**config.mk**
```make
export PLATFORM = sky130hd
export DESIGN_NAME = apb_csr_slave
export DESIGN_NICKNAME = d
export VERILOG_FILES = /design/src/rtl/apb_csr_slave.sv
export SDC_FILE = /design/constraint.sdc
export NUM_CORES = 1
export LEC_CHECK = 0
export CAP_MARGIN = 20
export CORE_MARGIN = 1
export CORE_UTILIZATION = 50
export CTS_CLUSTER_SIZE = 30
export DETAILED_ROUTE_END_ITERATION = 8
export PLACE_DENSITY = 0.82
export SLEW_MARGIN = 20
export SYNTH_ARGS = -nofsm -noshare
export SYNTH_HDL_FRONTEND = slang
export SYNTH_SLANG_ARGS = --single-unit
```
**constraint.sdc**
```tcl
create_clock -name pclk -period 2.6 [get_ports pclk]
set_input_delay 0.52 -clock pclk [delete_from_list [all_inputs] [get_ports pclk]]
set_output_delay 0.52 -clock pclk [all_outputs]
set_load 0.02 [all_outputs]
```
**src/rtl/apb_csr_slave.sv**
```systemverilog
// APB slave holding the matrix-multiplier control/status registers.
// Optional feature: define APB_SLVERR_EN to flag illegal accesses on pslverr.
module apb_csr_slave #(
  parameter int ADDR_W      = 3,
  parameter int DATA_W      = 16,
  parameter int NUM_REGS    = 6,
  parameter int WAIT_CYCLES = 0
) (
  input  logic                           pclk,
  input  logic                           preset,
  input  logic [ADDR_W-1:0]              paddr,
  input  logic                           psel,
  input  logic                           penable,
  input  logic                           pwrite,
  input  logic [DATA_W-1:0]              pwdata,
  output logic                           pready,
  output logic [DATA_W-1:0]              prdata,
  output logic                           pslverr,
  input  logic [DATA_W-1:0]              status_i,
  output logic                           start_o,
  output logic [DATA_W-1:0]              ctrl_o,
  output logic [(NUM_REGS-2)*DATA_W-1:0] cfg_o
);

  localparam int               NUM_CFG     = NUM_REGS - 32'sd2;
  localparam logic [ADDR_W:0]  NUM_REGS_L  = (ADDR_W + 1)'(NUM_REGS);
  localparam logic [3:0]       WAIT_LOAD   = 4'(WAIT_CYCLES - 32'sd1);
  localparam bit               NO_WAIT     = (WAIT_CYCLES == 32'sd0);
  localparam logic [ADDR_W-1:0] ADDR_CTRL  = '0;
  localparam logic [ADDR_W-1:0] ADDR_STATUS = ADDR_W'(32'd1);

  typedef enum logic [1:0] {
    ST_IDLE = 2'd0,
    ST_WAIT = 2'd1,
    ST_DONE = 2'd2
  } state_t;

  state_t              state_r;
  state_t              state_next_s;
  logic [3:0]          cnt_r;
  logic [3:0]          cnt_next_s;
  logic [ADDR_W-1:0]   addr_r;
  logic                write_r;
  logic [DATA_W-1:0]   wdata_r;
  logic                setup_s;
  logic [ADDR_W-1:0]   cur_addr_s;
  logic                cur_write_s;
  logic                illegal_s;
  logic [DATA_W-1:0]   rdata_s;
  logic                enter_done_s;
  logic                commit_s;
  logic [DATA_W-1:0]   ctrl_r;
  logic [DATA_W-1:0]   cfg_r [NUM_CFG];
  logic                start_r;
  logic                pready_r;
  logic [DATA_W-1:0]   prdata_r;

  assign setup_s = (state_r == ST_IDLE) && psel && !penable;

  // A zero-wait transfer decodes on the setup edge, before the latches hold it.
  assign cur_addr_s  = (state_r == ST_IDLE) ? paddr  : addr_r;
  assign cur_write_s = (state_r == ST_IDLE) ? pwrite : write_r;

  // FSM state and wait counter register
  always_ff @(posedge pclk) begin
    if (preset) begin
      state_r <= ST_IDLE;
      cnt_r   <= 4'd0;
    end else begin
      state_r <= state_next_s;
      cnt_r   <= cnt_next_s;
    end
  end

  // FSM next-state logic
  always_comb begin
    state_next_s = state_r;
    cnt_next_s   = cnt_r;
    case (state_r)
      ST_IDLE: begin
        if (setup_s && NO_WAIT) begin
          state_next_s = ST_DONE;
        end else if (setup_s) begin
          state_next_s = ST_WAIT;
          cnt_next_s   = WAIT_LOAD;
        end else begin
          state_next_s = ST_IDLE;
        end
      end
      ST_WAIT: begin
        if (!psel) begin
          state_next_s = ST_IDLE;
          cnt_next_s   = 4'd0;
        end else if (cnt_r == 4'd0) begin
          state_next_s = ST_DONE;
        end else begin
          cnt_next_s = cnt_r - 4'd1;
        end
      end
      ST_DONE: state_next_s = ST_IDLE;
      default: begin
        state_next_s = ST_IDLE;
        cnt_next_s   = 4'd0;
      end
    endcase
  end

  // FSM outputs: completion strobe and write commit
  always_comb begin
    enter_done_s = 1'b0;
    commit_s     = 1'b0;
    case (state_r)
      ST_IDLE: enter_done_s = setup_s && NO_WAIT;
      ST_WAIT: enter_done_s = psel && (cnt_r == 4'd0);
      ST_DONE: commit_s     = write_r && !illegal_s;
      default: begin
        enter_done_s = 1'b0;
        commit_s     = 1'b0;
      end
    endcase
  end

  // Address decode and read-data mux
  always_comb begin
    illegal_s = ({1'b0, cur_addr_s} >= NUM_REGS_L) ||
                (cur_write_s && (cur_addr_s == ADDR_STATUS));
    rdata_s   = '0;
    if (illegal_s || cur_write_s) begin
      rdata_s = '0;
    end else if (cur_addr_s == ADDR_CTRL) begin
      rdata_s = ctrl_r;
    end else if (cur_addr_s == ADDR_STATUS) begin
      rdata_s = status_i;
    end else begin
      for (int k = 0; k < NUM_CFG; k++) begin
        rdata_s = rdata_s |
                  ((cur_addr_s == ADDR_W'(k + 32'sd2)) ? cfg_r[k] : '0);
      end
    end
  end

  // Transfer capture at setup; later pwdata changes are ignored
  always_ff @(posedge pclk) begin
    if (preset) begin
      addr_r  <= '0;
      write_r <= 1'b0;
      wdata_r <= '0;
    end else if (setup_s) begin
      addr_r  <= paddr;
      write_r <= pwrite;
      wdata_r <= pwdata;
    end
  end

  // Register file commit and start pulse
  always_ff @(posedge pclk) begin
    if (preset) begin
      ctrl_r  <= '0;
      start_r <= 1'b0;
      for (int k = 0; k < NUM_CFG; k++) begin
        cfg_r[k] <= '0;
      end
    end else begin
      start_r <= commit_s && (addr_r == ADDR_CTRL) && wdata_r[0];
      if (commit_s && (addr_r == ADDR_CTRL)) begin
        ctrl_r <= {wdata_r[DATA_W-1:1], 1'b0};
      end
      for (int k = 0; k < NUM_CFG; k++) begin
        if (commit_s && (addr_r == ADDR_W'(k + 32'sd2))) begin
          cfg_r[k] <= wdata_r;
        end
      end
    end
  end

  // Registered bus response, zero outside the pready cycle
  always_ff @(posedge pclk) begin
    if (preset) begin
      pready_r <= 1'b0;
      prdata_r <= '0;
    end else begin
      pready_r <= enter_done_s;
      prdata_r <= enter_done_s ? rdata_s : '0;
    end
  end

`ifdef APB_SLVERR_EN
  logic pslverr_r;

  // Error flag travels with pready
  always_ff @(posedge pclk) begin
    if (preset) begin
      pslverr_r <= 1'b0;
    end else begin
      pslverr_r <= enter_done_s && illegal_s;
    end
  end

  assign pslverr = pslverr_r;
`else
  assign pslverr = 1'b0;
`endif

  assign pready  = pready_r;
  assign prdata  = prdata_r;
  assign start_o = start_r;
  assign ctrl_o  = ctrl_r;

  for (genvar g = 0; g < NUM_CFG; g++) begin : g_cfg
    assign cfg_o[g*DATA_W +: DATA_W] = cfg_r[g];
  end

endmodule

```
Word-level counts from Yosys, hierarchy flattened
Memory sizes are Yosys's and may differ from the RTL's.
Cells that the tools add are included.
{"block": "totals", "romBits": 0, "wordCells": 93, "output_inout_bits": 99, "in_bits": 40, "mem_bits_rw": 64, "latch_bits": 0, "reg_bits": 59, "n_memories": 1}
{"name": "cfg_r", "depth": 4, "width": 16, "rd": 4, "rd_clocked_by_memory_dff": 0, "write_ports": 4, "line": "53", "text": "logic [DATA_W-1:0] cfg_r [NUM_CFG];"}
{"block": "op_classes", "n_addsub": 1, "n_mul": 0, "n_lt_le_gt_ge": 1, "n_mux": 35, "reduce_logical": 23, "n_shift": 0, "div": 0, "eq_ne": 13, "bitwise": 9}
{"operator": "16-bit 2-to-1 mux", "count": 10}
{"operator": "16-bit bitwise OR", "count": 3}
{"operator": "1-bit 2-to-1 mux", "count": 16}
{"operator": "3-bit by 2-bit equality test with 1-bit output, second input constant", "count": 4}
{"operator": "3-bit equality test, second input constant", "count": 4}
{"operator": "1-bit logical AND", "count": 11}
{"operator": "4-bit 2-to-1 mux", "count": 2}
{"operator": "4-bit one-hot mux with 2 select lines", "count": 1}
{"operator": "3-bit zero test", "count": 2}
{"operator": "2-bit 2-to-1 mux", "count": 3}
{"operator": "3-bit inequality test, second input constant", "count": 2}
{"operator": "4-bit zero test", "count": 1}
{"operator": "1-bit bitwise OR", "count": 4}
{"operator": "2-bit one-hot mux with 2 select lines", "count": 1}
{"operator": "4-bit OR reduction", "count": 1}
{"operator": "4-bit by 1-bit subtractor with 4-bit output, second input constant", "count": 1}
{"operator": "3-bit by 1-bit equality test with 1-bit output, second input constant", "count": 1}
{"operator": "3-bit greater-or-equal comparator, second input constant", "count": 1}
{"operator": "3-bit 2-to-1 mux", "count": 1}
{"operator": "3-bit OR reduction", "count": 1}
{"operator": "2-bit by 1-bit equality test with 1-bit output, second input constant", "count": 1}
{"operator": "2-bit equality test, second input constant", "count": 1}
{"operator": "1-bit zero test", "count": 2}
{"operator": "2-bit zero test", "count": 1}
{"operator": "5 further kinds", "count": 7}

Depth between registers and ports, before layout
{"block": "depth", "depth_word": 13, "depth_mapped": 7, "depth_no_buf": 5}

Worst setup path before layout
No wires, ideal clock.
{"block": "synth_timing", "path_type": "input to register", "start": "input preset", "end": "memory cfg_r[0][0], enable pin", "n_path_buf": 2, "slack_ns": 0.696, "t_required_ns": 2.225, "setup_time_ns": 0.375, "path_stages": 3, "arrival_time_ns": 1.529, "path_cell_list": "clkbuf_1 clkbuf_1 nand2b_1"}
{"item": "start, declared", "line": "10", "text": "input logic preset,"}
{"item": "end, declared", "line": "53"}

==> impl_metrics.json <==
{
  "status": "complete, no violations",
  "finalCritPeriodShare": 0.969,
  "maxCapViolations": 0,
  "final_area_um2": 7320,
  "antenna_left": 0,
  "worstPathCellList": "clkdlybuf4s50_1",
  "hp-start": "wdata_r[0]",
  "critical_path_buf_inv_count": 1,
  "synthMuxAreaShare": 0.0349,
  "r2r_slack_ns": 0.28,
  "crit_required_ns": 2.08,
  "slew_headroom": 0.376,
  "synth_area_leaders": "edfxtp_1 (37%), dfxtp_1 (20%), and2_1 (7.4%)",
  "initial_utilization": 0.524,
  "final.fill_count": 691,
  "synth-seq-cells": 117,
  "drtPass1Iterations": 6,
  "diodes": 0,
  "drt_wl_total_mm": 15.2,
  "grt_overflow": 0,
  "worstSkewPairLatency_ns": 0.52,
  "worstPathArrival_ns": 2.00,
  "cts_sinks": 117,
  "grt_pass1_wl_mm": 23.9,
  "wl_per_cell_um": 19.3,
  "whs_endpoint": "wdata_r[0]",
  "dpl_cell_area_um2": 6720,
  "port_buffers": 136,
  "fin_worst_skew_ns": 0.00910,
  "cts_setup_buffers": 0,
  "synth-adder-area-share": 0,
  "fin_nets": 682,
  "yosysWarningCount": 0,
  "power_density_nw_per_um2": 661,
  "ir_drop_v": 0.000501,
  "drt-initial-drc-count": 420,
  "path_clk_slew_ns": 0.06,
  "antenna_found_initial": 0,
  "rr_endpoint": "prdata[11]",
  "synth_top_area_frac": 0.370,
  "timing.final.hold_violations": 0,
  "ctsHtreeMaxLevel": 4,
  "ys_seq_area_frac": 0.575,
  "synthXorXnorAreaFrac": 0,
  "die_height_um": 104,
  "cts_tree": "done",
  "worstMarginPinSlew_ns": 0.929,
  "r2r_start": "state_r[1]",
  "grt_use_met2": 0.485,
  "grt_pass1_vias": 4522,
  "synth_edf_count": 64,
  "synthCells": 501,
  "min_period_ns": 2.52,
  "post_cts_resized": 0,
  "holdPathStages": 2,
  "crit_start": "state_r[1]",
  "synth_top_family_by_area": "simple AND/OR/NAND/NOR gates",
  "cts_made_buffers": 17,
  "leakagePower_nw": 2.77,
  "cts.path.max_buffers": 2,
  "drive_gt1_frac": 0.0977,
  "critical-path-top-delay-family": "buffers and inverters",
  "rsz0062_at_grt": "false",
  "cp_slowest_cell": "clkdlybuf4s50_1",
  "gp_congestion": 0.870,
  "rows": 36,
  "dominantRegCellSynth": "edfxtp_1",
  "final.setup.tns_ns": 0,
  "synth-simple-area-share": 0.175,
  "grt_max_degree": 25,
  "start_kind": "flop",
  "grtUsageMet1": 0.367,
  "die_w_um": 104,
  "syn_area_um2": 5190,
  "fmax_mhz": 397,
  "min_path_type": "reg -> reg",
  "synth_top_cell_by_area": "edfxtp_1",
  "ys_types": 38,
  "synthArstFlopShare": 0,
  "die-area_um2": 10800,
  "yosys.cell_count.top_type": "edfxtp_1",
  "syn_to_final_growth_pct": 40.9,
  "core_um2": 9910,
  "drc_errors": 0,
  "finalSetupViolCount": 0,
  "slew_violations": 0,
  "crit_type": "reg -> out",
  "dp_hpwl_mm": 10.3,
  "crit_cells": 1,
  "syn_avg_cell_area_um2": 10.4,
  "met3_usage": 0.0558,
  "boundaryPins": 139,
  "busiest_layer": "met2",
  "ys_top_cells_by_count": "edfxtp_1 (64), and2_1 (61), nand2_1 (57)",
  "ctsHoldBuffers": 0,
  "end_kind": "primary output",
  "ff2ff_path_depth": 4,
  "worstPathMaxFanout": 16,
  "synth_compound_area_frac": 0.166,
  "num_vias": 4531,
  "cts-root-buf": "clkbuf_8",
  "slowest_delay_ns": 0.75,
  "via_per_inst": 5.75,
  "track_usage": 0.290
}
-- routing by layer --
layer | part of all wire | vias to the layer above
met2 | 0.49 | 319
met3 | 0.097 | 42
li1 | - | 2060
met4 | 0.025 | 0
met1 | 0.38 | 2110
met5 | 0 | -
-- report_power, final --
part           switching (mW)  internal (mW)  leakage [nW]
Clock                   0.881           1.47         0.278
Sequential             0.0598           2.00          1.09
Combinational           0.239          0.190          1.41
-- through the flow --
| stage | utilization | hold slack, ns | instances | total power [mW] | setup WS, ns |
|---|---|---|---|---|---|
| 2_1_floorplan | - | 0.437 | 502 | 2.29 | 0.696 |
| 3_3_place_gp | 0.678 | 0.442 | 756 | 2.50 | 0.0574 |
| 3_5_place_dp | 0.678 | 0.448 | 756 | 2.51 | 0.0100 |
| 4_1_cts | 0.738 | 0.456 | 788 | 4.84 | 0.119 |
| 5_1_grt | 0.738 | 0.490 | 788 | 4.96 | 0.0434 |
| 6_report | 0.738 | 0.459 | 788 | 4.84 | 0.0795 |
-- flip-flops by register name (all words and copies together) (netlist names) --
register and flops:
cfg_r 64, write_r 1, prdata 16, start_o 1
ctrl_o 15, addr_r 3, state_r 1, wdata_r 16
-- final cells by class --
class / instances / area (um^2) / share of cell area
Sequential cell: 117 / 2980 / 0.408
Tap cell: 133 / 166 / 0.0227
Multi-Input combinational cell: 331 / 1970 / 0.269
Timing Repair Buffer: 160 / 1550 / 0.212
Clock inverter: 14 / 178 / 0.0243
Clock buffer: 18 / 418 / 0.0571
Inverter: 15 / 56.3 / 0.00769
-- worst max path at each step --
stage,to,slack (ns)
5_1_grt,pready,0.04
6_report,pready,0.08
3_5_place_dp,prdata[11],0.01
4_1_cts,pready,0.12
3_3_place_gp,prdata[10],0.06
2_1_floorplan,cfg_r[0][0],0.70
-- cells by family (layout without fill, tap and decap cells) --
logic type	count (synthesis)	in the layout
other	1	2
flip-flops	117	117
multiplexers	18	18
AND/OR/NAND/NOR	175	175
buffers and inverters	54	207
AO/OA/AOI/OAI	136	136
-- cell usage in the layout, fill, tap and decap left out, types with 2 or more instances in the layout --
master             n
conb_1             2
and2_1            61
nor2b_1            3
nand3b_1           5
inv_6              3
bufinv_16          3
a21oi_1           36
edfxtp_1          64
o21ai_2            2
a22o_1            15
buf_4             23
o21ai_0           45
clkbuf_16         16
o21ai_1            2
clkinvlp_4         4
nor2_1            30
clkinv_4           3
nand2b_1           9
nor3b_2            2
o2111ai_1         14
dfxtp_1           53
inv_1             15
nand2_1           57
a22oi_1           15
mux2i_1           17
nand3_1            3
clkdlybuf4s50_1  135
Note: power is estimated with default switching activity, not from simulation.
